==> config.mk <==
export PLATFORM = sky130hd
export DESIGN_NAME = clock_domain_export_flat
export DESIGN_NICKNAME = d
export VERILOG_FILES = /design/src/rtl/clock_domain_export_pkg.sv /design/src/rtl/clock_domain_export_if.sv /design/src/rtl/fifo_sync.sv /design/src/rtl/clock_domain_export.sv /design/src/flat_wrapper.sv
export SDC_FILE = /design/constraint.sdc
export NUM_CORES = 1
export LEC_CHECK = 0
export CAP_MARGIN = 10
export CELL_PAD_IN_SITES_DETAIL_PLACEMENT = 1
export CELL_PAD_IN_SITES_GLOBAL_PLACEMENT = 1
export CORE_ASPECT_RATIO = 1.4
export CORE_UTILIZATION = 31
export CTS_CLUSTER_DIAMETER = 200
export DETAILED_ROUTE_END_ITERATION = 7
export PLACE_DENSITY_LB_ADDON = 0.1
export SYNTH_ARGS = -nofsm -noshare
export SYNTH_HDL_FRONTEND = slang
export SYNTH_SLANG_ARGS = --single-unit
export TNS_END_PERCENT = 50
==> constraint.sdc <==
create_clock -name clk -period 5.5 [get_ports clk]
set_input_delay 0.825 -clock clk [delete_from_list [all_inputs] [get_ports clk]]
set_output_delay 0.825 -clock clk [all_outputs]
set_load 0.03 [all_outputs]
==> src/rtl/clock_domain_export_pkg.sv <==
// Shared definitions for the source side of the valid/ack clock crossing.
// Holds the handshake FSM state encoding and the ack synchroniser depth.
package clock_domain_export_pkg;

    localparam int SYNC_STAGES = 2;

    localparam logic [1:0] IDLE    = 2'd0;
    localparam logic [1:0] SETUP   = 2'd1;
    localparam logic [1:0] VALID   = 2'd2;
    localparam logic [1:0] RELEASE = 2'd3;

endpackage

==> src/rtl/clock_domain_export_if.sv <==
// Two-wire valid/ack crossing bundle between source and destination domains.
// The master presents data/valid; the slave returns ack.
interface clock_domain_export_if #(
    parameter int SIZE = 8
);

    logic [SIZE-1:0] handshake_data;
    logic            handshake_valid;
    logic            handshake_ack;

    modport master (
        output handshake_data,
        output handshake_valid,
        input  handshake_ack
    );

    modport slave (
        input  handshake_data,
        input  handshake_valid,
        output handshake_ack
    );

endinterface

==> src/rtl/fifo_sync.sv <==
// Single-clock FIFO with push/pop/full/empty and async active-low reset.
// Reusable on both sides of the crossing.
module fifo_sync #(
    parameter int SIZE  = 8,
    parameter int DEPTH = 4
) (
    input  logic            clk,
    input  logic            rst_n,
    input  logic            push,
    input  logic [SIZE-1:0] wdata,
    input  logic            pop,
    output logic [SIZE-1:0] rdata,
    output logic            full,
    output logic            empty
);

    localparam int AW = $clog2(DEPTH);
    localparam int CW = AW + 1;

    logic [SIZE-1:0] mem [DEPTH];
    logic [AW-1:0]   wr_ptr;
    logic [AW-1:0]   rd_ptr;
    logic [CW-1:0]   count;
    logic            do_push;
    logic            do_pop;

    assign full    = (count == CW'(DEPTH));
    assign empty   = (count == '0);
    assign do_push = push && !full;
    assign do_pop  = pop && !empty;
    assign rdata   = mem[rd_ptr];

    always_ff @(posedge clk) begin
        if (do_push) begin
            mem[wr_ptr] <= wdata;
        end
    end

    always_ff @(posedge clk or negedge rst_n) begin
        if (!rst_n) begin
            wr_ptr <= '0;
            rd_ptr <= '0;
            count  <= '0;
        end else begin
            if (do_push) begin
                wr_ptr <= wr_ptr + 1'b1;
            end
            if (do_pop) begin
                rd_ptr <= rd_ptr + 1'b1;
            end
            unique case ({do_push, do_pop})
                2'b10:   count <= count + 1'b1;
                2'b01:   count <= count - 1'b1;
                default: count <= count;
            endcase
        end
    end

endmodule

==> src/rtl/clock_domain_export.sv <==
// Source side of the valid/ack crossing: FIFO, ack synchroniser, handshake FSM.
// CLOCK_DOMAIN_EXPORT_STATS_EN adds a saturating 16-bit dropped-word counter.
module clock_domain_export
    import clock_domain_export_pkg::*;
#(
    parameter int SIZE  = 8,
    parameter int DEPTH = 4
) (
    input  logic                  clk,
    input  logic                  rst_n,
    input  logic [SIZE-1:0]       data,
    input  logic                  stb,
    output logic                  ready,
    clock_domain_export_if.master hs
`ifdef CLOCK_DOMAIN_EXPORT_STATS_EN
    ,
    output logic [15:0]           dropped
`endif
);

    logic [1:0]             state;
    logic [SYNC_STAGES-1:0] ack_sync;
    logic                   ack_s;
    logic [SIZE-1:0]        hd_q;
    logic                   hv_q;
    logic [SIZE-1:0]        head;
    logic                   full;
    logic                   empty;
    logic                   push;
    logic                   pop;

    assign ready = !full;
    assign push  = stb && !full;
    assign pop   = (state == IDLE) && !empty;
    assign ack_s = ack_sync[SYNC_STAGES-1];

    assign hs.handshake_data  = hd_q;
    assign hs.handshake_valid = hv_q;

    fifo_sync #(
        .SIZE  (SIZE),
        .DEPTH (DEPTH)
    ) u_fifo (
        .clk   (clk),
        .rst_n (rst_n),
        .push  (push),
        .wdata (data),
        .pop   (pop),
        .rdata (head),
        .full  (full),
        .empty (empty)
    );

    // Preset high so a restart waits for the destination to show ack low.
    always_ff @(posedge clk or negedge rst_n) begin
        if (!rst_n) begin
            ack_sync <= '1;
        end else begin
            ack_sync <= {ack_sync[SYNC_STAGES-2:0], hs.handshake_ack};
        end
    end

    always_ff @(posedge clk or negedge rst_n) begin
        if (!rst_n) begin
            state <= RELEASE;
            hd_q  <= '0;
            hv_q  <= 1'b0;
        end else begin
            unique case (state)
                IDLE: begin
                    if (!empty) begin
                        hd_q  <= head;
                        state <= SETUP;
                    end
                end
                SETUP: begin
                    hv_q  <= 1'b1;
                    state <= VALID;
                end
                VALID: begin
                    if (ack_s) begin
                        hv_q  <= 1'b0;
                        state <= RELEASE;
                    end
                end
                RELEASE: begin
                    if (!ack_s) begin
                        state <= IDLE;
                    end
                end
            endcase
        end
    end

`ifdef CLOCK_DOMAIN_EXPORT_STATS_EN
    always_ff @(posedge clk or negedge rst_n) begin
        if (!rst_n) begin
            dropped <= '0;
        end else if (stb && full && (dropped != 16'hFFFF)) begin
            dropped <= dropped + 16'd1;
        end
    end
`endif

endmodule
==> src/flat_wrapper.sv <==
// flat-port wrapper written by rule: the top's interface ports become plain ports
module clock_domain_export_flat import clock_domain_export_pkg::*;
#(
    parameter int SIZE  = 8,
    parameter int DEPTH = 4
)
  (clk, rst_n, data, stb, ready, hs_handshake_data, hs_handshake_valid, hs_handshake_ack);
  clock_domain_export_if #(.SIZE(SIZE)) hs_i ();
  input  logic clk;
  input  logic rst_n;
  input  logic [SIZE-1:0] data;
  input  logic stb;
  output logic ready;
  output wire logic [$bits(hs_i.handshake_data)-1:0] hs_handshake_data;
  output wire logic [$bits(hs_i.handshake_valid)-1:0] hs_handshake_valid;
  input wire logic [$bits(hs_i.handshake_ack)-1:0] hs_handshake_ack;
  assign hs_handshake_data = hs_i.handshake_data;
  assign hs_handshake_valid = hs_i.handshake_valid;
  assign hs_i.handshake_ack = hs_handshake_ack;
  clock_domain_export #(.SIZE(SIZE), .DEPTH(DEPTH)) u_core (.clk(clk), .rst_n(rst_n), .data(data), .stb(stb), .ready(ready), .hs(hs_i));
endmodule
==> qor.txt, run 1 <==
Net Count, Synth = 157
first-pass GRT wire length = 6.34 mm
remaining global-route overflow = 0
Setup Skew = 0.00143 ns
PD cells = 552 nW/um2
f_max = 379 MHz
Slew @ Worst Pin = 0.871 ns
area leader, netlist = edfxtp_1
number of max-cap violations = 0
Post-Synth Adder-Cell Area = 0.0678
kind of critical path = flop to output pin
layout cell share with drive strength beyond 1 = 0.168
CTS tree = built
gpl congestion = 0.644
min Tclk post-route = 2.64 ns
vias in the first global route = 1231
clk_lat worst skew = 0.30 ns
CTS buffer count = 5
cell count after synthesis = 134
Finished Layout Cells = 253
P&R area growth vs syn = 19.7%
ANT cells = 0
input/output buffers = 21
Syn. warnings = 0
Worst Path Required = 4.68 ns
final hold violations = 0
sequential share of power = 0.454
Pint = 0.924 mW
Design Power = 1.42 mW
period utilization = 0.480
hpwl dp = 2.77 mm
Synth Register Bits = 52
P_leak = 1.00 nW
compound-gate portion of the synthesized area = 0.0193
Max-slew headroom = 0.418
Max IR drop VDD = 0.000193 V
post-route ant nets = 0
fin. max-slew vios = 0
Gate power share = 0.367
synthesized area = 2140 um2
Routed WL per cell = 15.0 um
# Post-CTS Setup Buffers = 0
Max Root-Sink Buffers = 2
hold-fix buffer count after cts = 0
die width = 72.3 um
clock network fraction of design power = 0.179
DR iter-0 viols = 26
initial core utilization = 0.324
Hold Path Class = flop to flop
library cells used by synthesis = 26
synth top area cells = edfxtp_1, dfrtp_1, mux4_2
post-synthesis mux area share = 0.0964
Total GRT Usage = 0.119
I/O pins = 22
drt drc = 0
largest family of logic cells by synthesized area = multiplexers
final WL = 3.79 mm
placed cells = 245
Worst EP arrival = 1.82 ns
Simple-Gate Fraction of Synth Area = 0.0859
CTS root buf = clkbuf_8
routed vias = 1123
Critical Path Source Type = flop
XOR/XNOR Fraction of Synth Area = 0.0245
nets = 183
Vias/cell = 4.44
RSZ-0062 raised after global routing = no
H-tree Lvls = 2
count of final setup violators = 0
outcome = completed
Seq/Total Area, Yosys = 0.685
Worst Path Max Fanout = 6
CTS Sinks = 52
fin util = 0.388
Resized Gates After CTS = 0
crit end category = output pin
area share of the largest cell type after synthesis = 0.449
FP Rows = 35
initial antenna violation count = 0
pin count of the biggest net entering global routing = 21
Core Region = 6610 um2
die area = 7250 um2
DRT Pass-1 Iters = 4
CTS clock-pin slew for the worst setup and hold paths = 0.09 ns
# fillers = 663
Setup TNS = 0 ns
sw frac = 0.347
Syn Area/Cell = 16.0 um2
switching power = 0.491 mW
Die Span Y = 100 um
[registers in the layout, indices dropped and copies added, names as in the netlist]
signal / count
u_core.state: 2
u_core.u_fifo.mem: 32
u_core.hs.handshake_data: 8
u_core.hs.handshake_valid: 1
u_core.u_fifo.rd_ptr: 2
u_core.u_fifo.count: 3
u_core.ack_sync: 2
u_core.u_fifo.wr_ptr: 2
[power groups by stage]
stage | clock, mW | sequential, mW | combinational, mW
6_report | 0.254 | 0.642 | 0.520
5_1_grt | 0.272 | 0.665 | 0.587
4_1_cts | 0.262 | 0.649 | 0.533
3_5_place_dp | 0 | 0.657 | 0.532
3_3_place_gp | 0 | 0.649 | 0.510
2_1_floorplan | 0 | 0.663 | 0.339
[synth_stat cells]
cell type,n
or4b_1,1
edfxtp_1,32
buf_2,1
fa_1,1
xnor2_1,4
mux4_2,8
dfrtp_1,16
nor2_1,3
inv_1,9
xor2_1,2
mux2_1,1
and3_2,4
inv_2,1
o22ai_1,1
o21ai_0,1
nand2_1,27
nand3_1,1
nand2b_1,1
clkbuf_1,1
and2_4,1
mux2_4,1
or3b_4,1
a32oi_1,1
ha_1,10
o31ai_4,1
dfstp_2,4
[area by class of cell]
cell class                 count  area (um2)  share of cell area
inverter                      10        37.5              0.0146
timing repair buffer          21         210              0.0820
clock buffer                   7        76.3              0.0298
multi-input combinational     70         629               0.245
tap                           92         115              0.0449
clock inverter                 1        30.0              0.0117
sequential                    52        1470               0.572
[critical path: stages, from the launching register on]
cell and delay [ns]:
dfrtp_1 0.45, or3b_4 0.46, clkdlybuf4s50_1 0.61
[final timing paths]
path                       slack, ns                   start                         to  cells after the start
setup / recovery                2.86  u_core.u_fifo.count[1]                      ready                      2
hold / removal                  0.37      u_core.ack_sync[0]         u_core.ack_sync[1]                      0
setup reg to reg                3.23         u_core.state[0]     u_core.u_fifo.count[1]                      8
hold reg to reg                 0.37      u_core.ack_sync[0]         u_core.ack_sync[1]                      0
max in group asynchronous       3.95                   rst_n     u_core.u_fifo.count[2]                      1
min in group asynchronous       1.02                   rst_n  u_core.hs.handshake_valid                      1
[cell families (layout without fill, tap and decap cells)]
logic type | Yosys count | count (layout)
AO/OA/AOI/OAI | 4 | 4
adder cells (fa/ha/maj) | 11 | 11
flip-flops | 52 | 52
AND/OR/NAND/NOR | 39 | 39
XOR/XNOR | 6 | 6
buffers and inverters | 12 | 39
multiplexers | 10 | 10
[stage by stage]
step / setup slack, ns / hold WS, ns / instance area (um2)
2_1_floorplan: 3.32 / 0.345 / 2140
3_3_place_gp: 2.94 / 0.349 / 2460
3_5_place_dp: 2.86 / 0.351 / 2460
4_1_cts: 2.84 / 0.369 / 2560
5_1_grt: 2.81 / 0.372 / 2560
6_report: 2.86 / 0.369 / 2560
[metal layers]
metal | track usage | vias up | part of all wire
li1 | - | 521 | -
met1 | 0.145 | 577 | 0.42
met2 | 0.202 | 19 | 0.54
met3 | 0.0271 | 6 | 0.027
met4 | 0.0452 | 0 | 0.018
met5 | 0 | - | 0
[cell usage in the layout, fill, tap and decap left out]
cell type	count
o22ai_1	1
nor2_1	3
xnor2_1	4
mux4_2	8
mux2_4	1
a32oi_1	1
nand3_1	1
fa_1	1
o21ai_0	1
dfstp_2	4
o31ai_4	1
ha_1	10
dfrtp_1	16
and3_2	4
edfxtp_1	32
or4b_1	1
clkbuf_8	5
or3b_4	1
nand2_1	27
nand2b_1	1
mux2_1	1
bufinv_16	1
xor2_1	2
clkdlybuf4s50_1	21
inv_1	9
clkbuf_1	2
inv_2	1
and2_4	1
(Power assumes the default switching activity.)
==> run 2, diff against run 1 <==
- clock period: 5.5 -> 2.46 ns (I/O delays scaled with it)
==> run 2 against run 1 <==
Combinational power up 130%; flip-flop and latch count unchanged; worst setup slack worse by 2.7 ns; routed wire length up 3.9%; clock skew up 0.0021 ns; register-to-register slack worse by 3.1 ns; critical path depth up 7; non-clock buffer count up 2; hold slack worse by 0.0038 ns; clock power up 130%; cell area up 0.78%; count of clock-buffer cells in the layout down 2; critical path type is now flop to flop; largest power group unchanged; highest routed layer unchanged.
==> qor.txt, run 2 (synthesis results as in run 1) <==
outcome = completed
Max IR drop VDD = 0.000358 V (+86%)
Slew @ Worst Pin = 0.591 ns (-0.280 ns)
Hold Path Class = flop to flop
ANT cells = 0 (unchanged)
PD cells = 1240 nW/um2 (+120%)
CP Cell Sequence = or3b_4, and2_4, inv_1, ha_1, inv_1, fa_1, xor2_1, nor2_1, xor2_1
hold path start = u_core.ack_sync[0]
Setup TNS = 0 ns (unchanged)
input/output buffers = 21 (unchanged)
vias in the first global route = 1253 (+1.8%)
hold-fix buffer count after cts = 0 (unchanged)
commonest cells after routing, fill and taps aside = edfxtp_1, nand2_1, clkdlybuf4s50_1
CTS root buf = clkbuf_8
routed vias = 1126 (+0.27%)
Design Power = 3.20 mW (+130%)
CTS buffer count = 5 (unchanged)
period utilization = 0.929
Setup Skew = 0.00354 ns (+0.00211 ns)
CP max-delay cell = dfrtp_1
CTS Sinks = 52 (unchanged)
FP Rows = 35 (unchanged)
fin util = 0.391 (+0.00303)
Worst Path Max Fanout = 6 (unchanged)
Die Span Y = 100 um (unchanged)
min Tclk post-route = 2.29 ns
drt drc = 0 (unchanged)
number of flip-flops under the largest register name = 32 (unchanged)
fin. max-slew vios = 0 (unchanged)
Worst Path Required = 2.68 ns (-2.00 ns)
post-route ant nets = 0 (unchanged)
family with the most delay on the worst path = simple AND/OR/NAND/NOR gates
number of max-cap violations = 0 (unchanged)
worst setup path end = u_core.u_fifo.count[2]
final WL = 3.94 mm (+3.9%)
die area = 7250 um2 (unchanged)
nets = 185 (+1.1%)
clk_lat worst skew = 0.30 ns (about the same)
R2R depth = 9 (+1)
I/O pins = 22 (unchanged)
Routed WL per cell = 15.5 um (+3.1%)
Critical Path Source Type = flop
final worst setup slack = 0.175 ns (-2.68 ns)
WP buf/inv = 2 (+1)
post-route cell area = 2580 um2 (+0.78%)
DP Area = 2470 um2 (+0.61%)
CTS clock-pin slew for the worst setup and hold paths = 0.09 ns (about the same)
Vias/cell = 4.42 (-0.52%)
gpl congestion = 0.641 (-0.45%)
worst r2r dst = u_core.u_fifo.count[2]
Worst EP arrival = 2.51 ns (+0.69 ns)
remaining global-route overflow = 0 (unchanged)
P_leak = 1.01 nW (+1.3%)
Resized Gates After CTS = 0 (unchanged)
final hold violations = 0 (unchanged)
Total GRT Usage = 0.124 (+0.00500)
first-pass GRT wire length = 6.40 mm (+0.87%)
initial antenna violation count = 0 (unchanged)
hpwl dp = 2.82 mm (+1.9%)
kind of critical path = flop to flop
number of cells on the critical path = 9 (+7)
die width = 72.3 um (unchanged)
commonest non-fill, non-tap cell in the layout = edfxtp_1
P&R area growth vs syn = 20.7%
most flop-heavy register = u_core.u_fifo.mem
Max-slew headroom = 0.606 (+0.188)
layout cell share with drive strength beyond 1 = 0.184 (+0.0163)
DR iter-0 viols = 22 (-15%)
slowest stage delay, CP = 0.47 ns (-0.14 ns)
pin count of the biggest net entering global routing = 21 (unchanged)
CTS tree = built
initial core utilization = 0.324 (unchanged)
# Post-CTS Setup Buffers = 0 (unchanged)
Max Root-Sink Buffers = 2 (unchanged)
Core Region = 6610 um2 (unchanged)
Worst R2R Start = u_core.u_fifo.count[2]
# fillers = 685 (+3.3%)
RSZ-0062 raised after global routing = no
count of final setup violators = 0 (unchanged)
worst slack, placed = 0.183 ns (-2.67 ns)
Worst R2R Setup Slack = 0.17 ns (-3.06 ns)
crit path launch = u_core.u_fifo.count[2]
DRT Pass-1 Iters = 3 (-1)
f_max = 438 MHz
H-tree Lvls = 2 (unchanged)
crit end category = flop
==> run 2: cell types whose count changed in the layout (fill, tap and decap cells not counted), sizes merged <==
cell	change
buf	+2
clkbuf	-2
clkinv	+2
==> run 2: worst min path at each step <==
stage,cells after the start,end
floorplan,0,u_core.hs.handshake_data[0]
global placement,0,u_core.ack_sync[1]
detailed placement,0,u_core.ack_sync[1]
CTS,0,u_core.ack_sync[1]
global route,0,u_core.ack_sync[1]
finish,0,u_core.ack_sync[1]
==> run 2: cell type report <==
class,instances,area (um2),area share
flip-flops and latches,52,1470,0.567
multi-input cells,70,629,0.243
repair buffers,23,225,0.0871
well taps,92,115,0.0445
clock buffers,5,68.8,0.0266
clock inverters,3,42.5,0.0165
inverters,10,37.5,0.0145
==> run 2: worst register-to-register path: stages, from the launching register on <==
cell     delay, ns
dfrtp_1       0.47
or3b_4        0.45
and2_4        0.19
inv_1         0.05
ha_1          0.17
inv_1         0.06
fa_1          0.37
xor2_1        0.15
nor2_1        0.12
xor2_1        0.18
==> run 2: per-stage QoR <==
stage	instances	hold WS [ns]
final	255	0.365
after global routing	255	0.374
after CTS	255	0.368
after detailed placement	247	0.349
after global placement	247	0.350
after floorplan	134	0.0734
==> run 2: metal layers <==
metal,vias up,part of all wire,global-route usage,routed length (um)
met5,-,0,0,0
met1,576,0.40,0.136,1580
li1,525,-,-,-
met2,19,0.56,0.227,2200
met3,6,0.024,0.0301,94
met4,0,0.018,0.0452,70
==> run 2: power breakdown <==
group	internal, mW	switching (mW)	total [mW]	leakage, nW
sequential	1.22	0.220	1.44	0.527
combinational	0.560	0.624	1.18	0.432
clock	0.302	0.281	0.582	0.0558
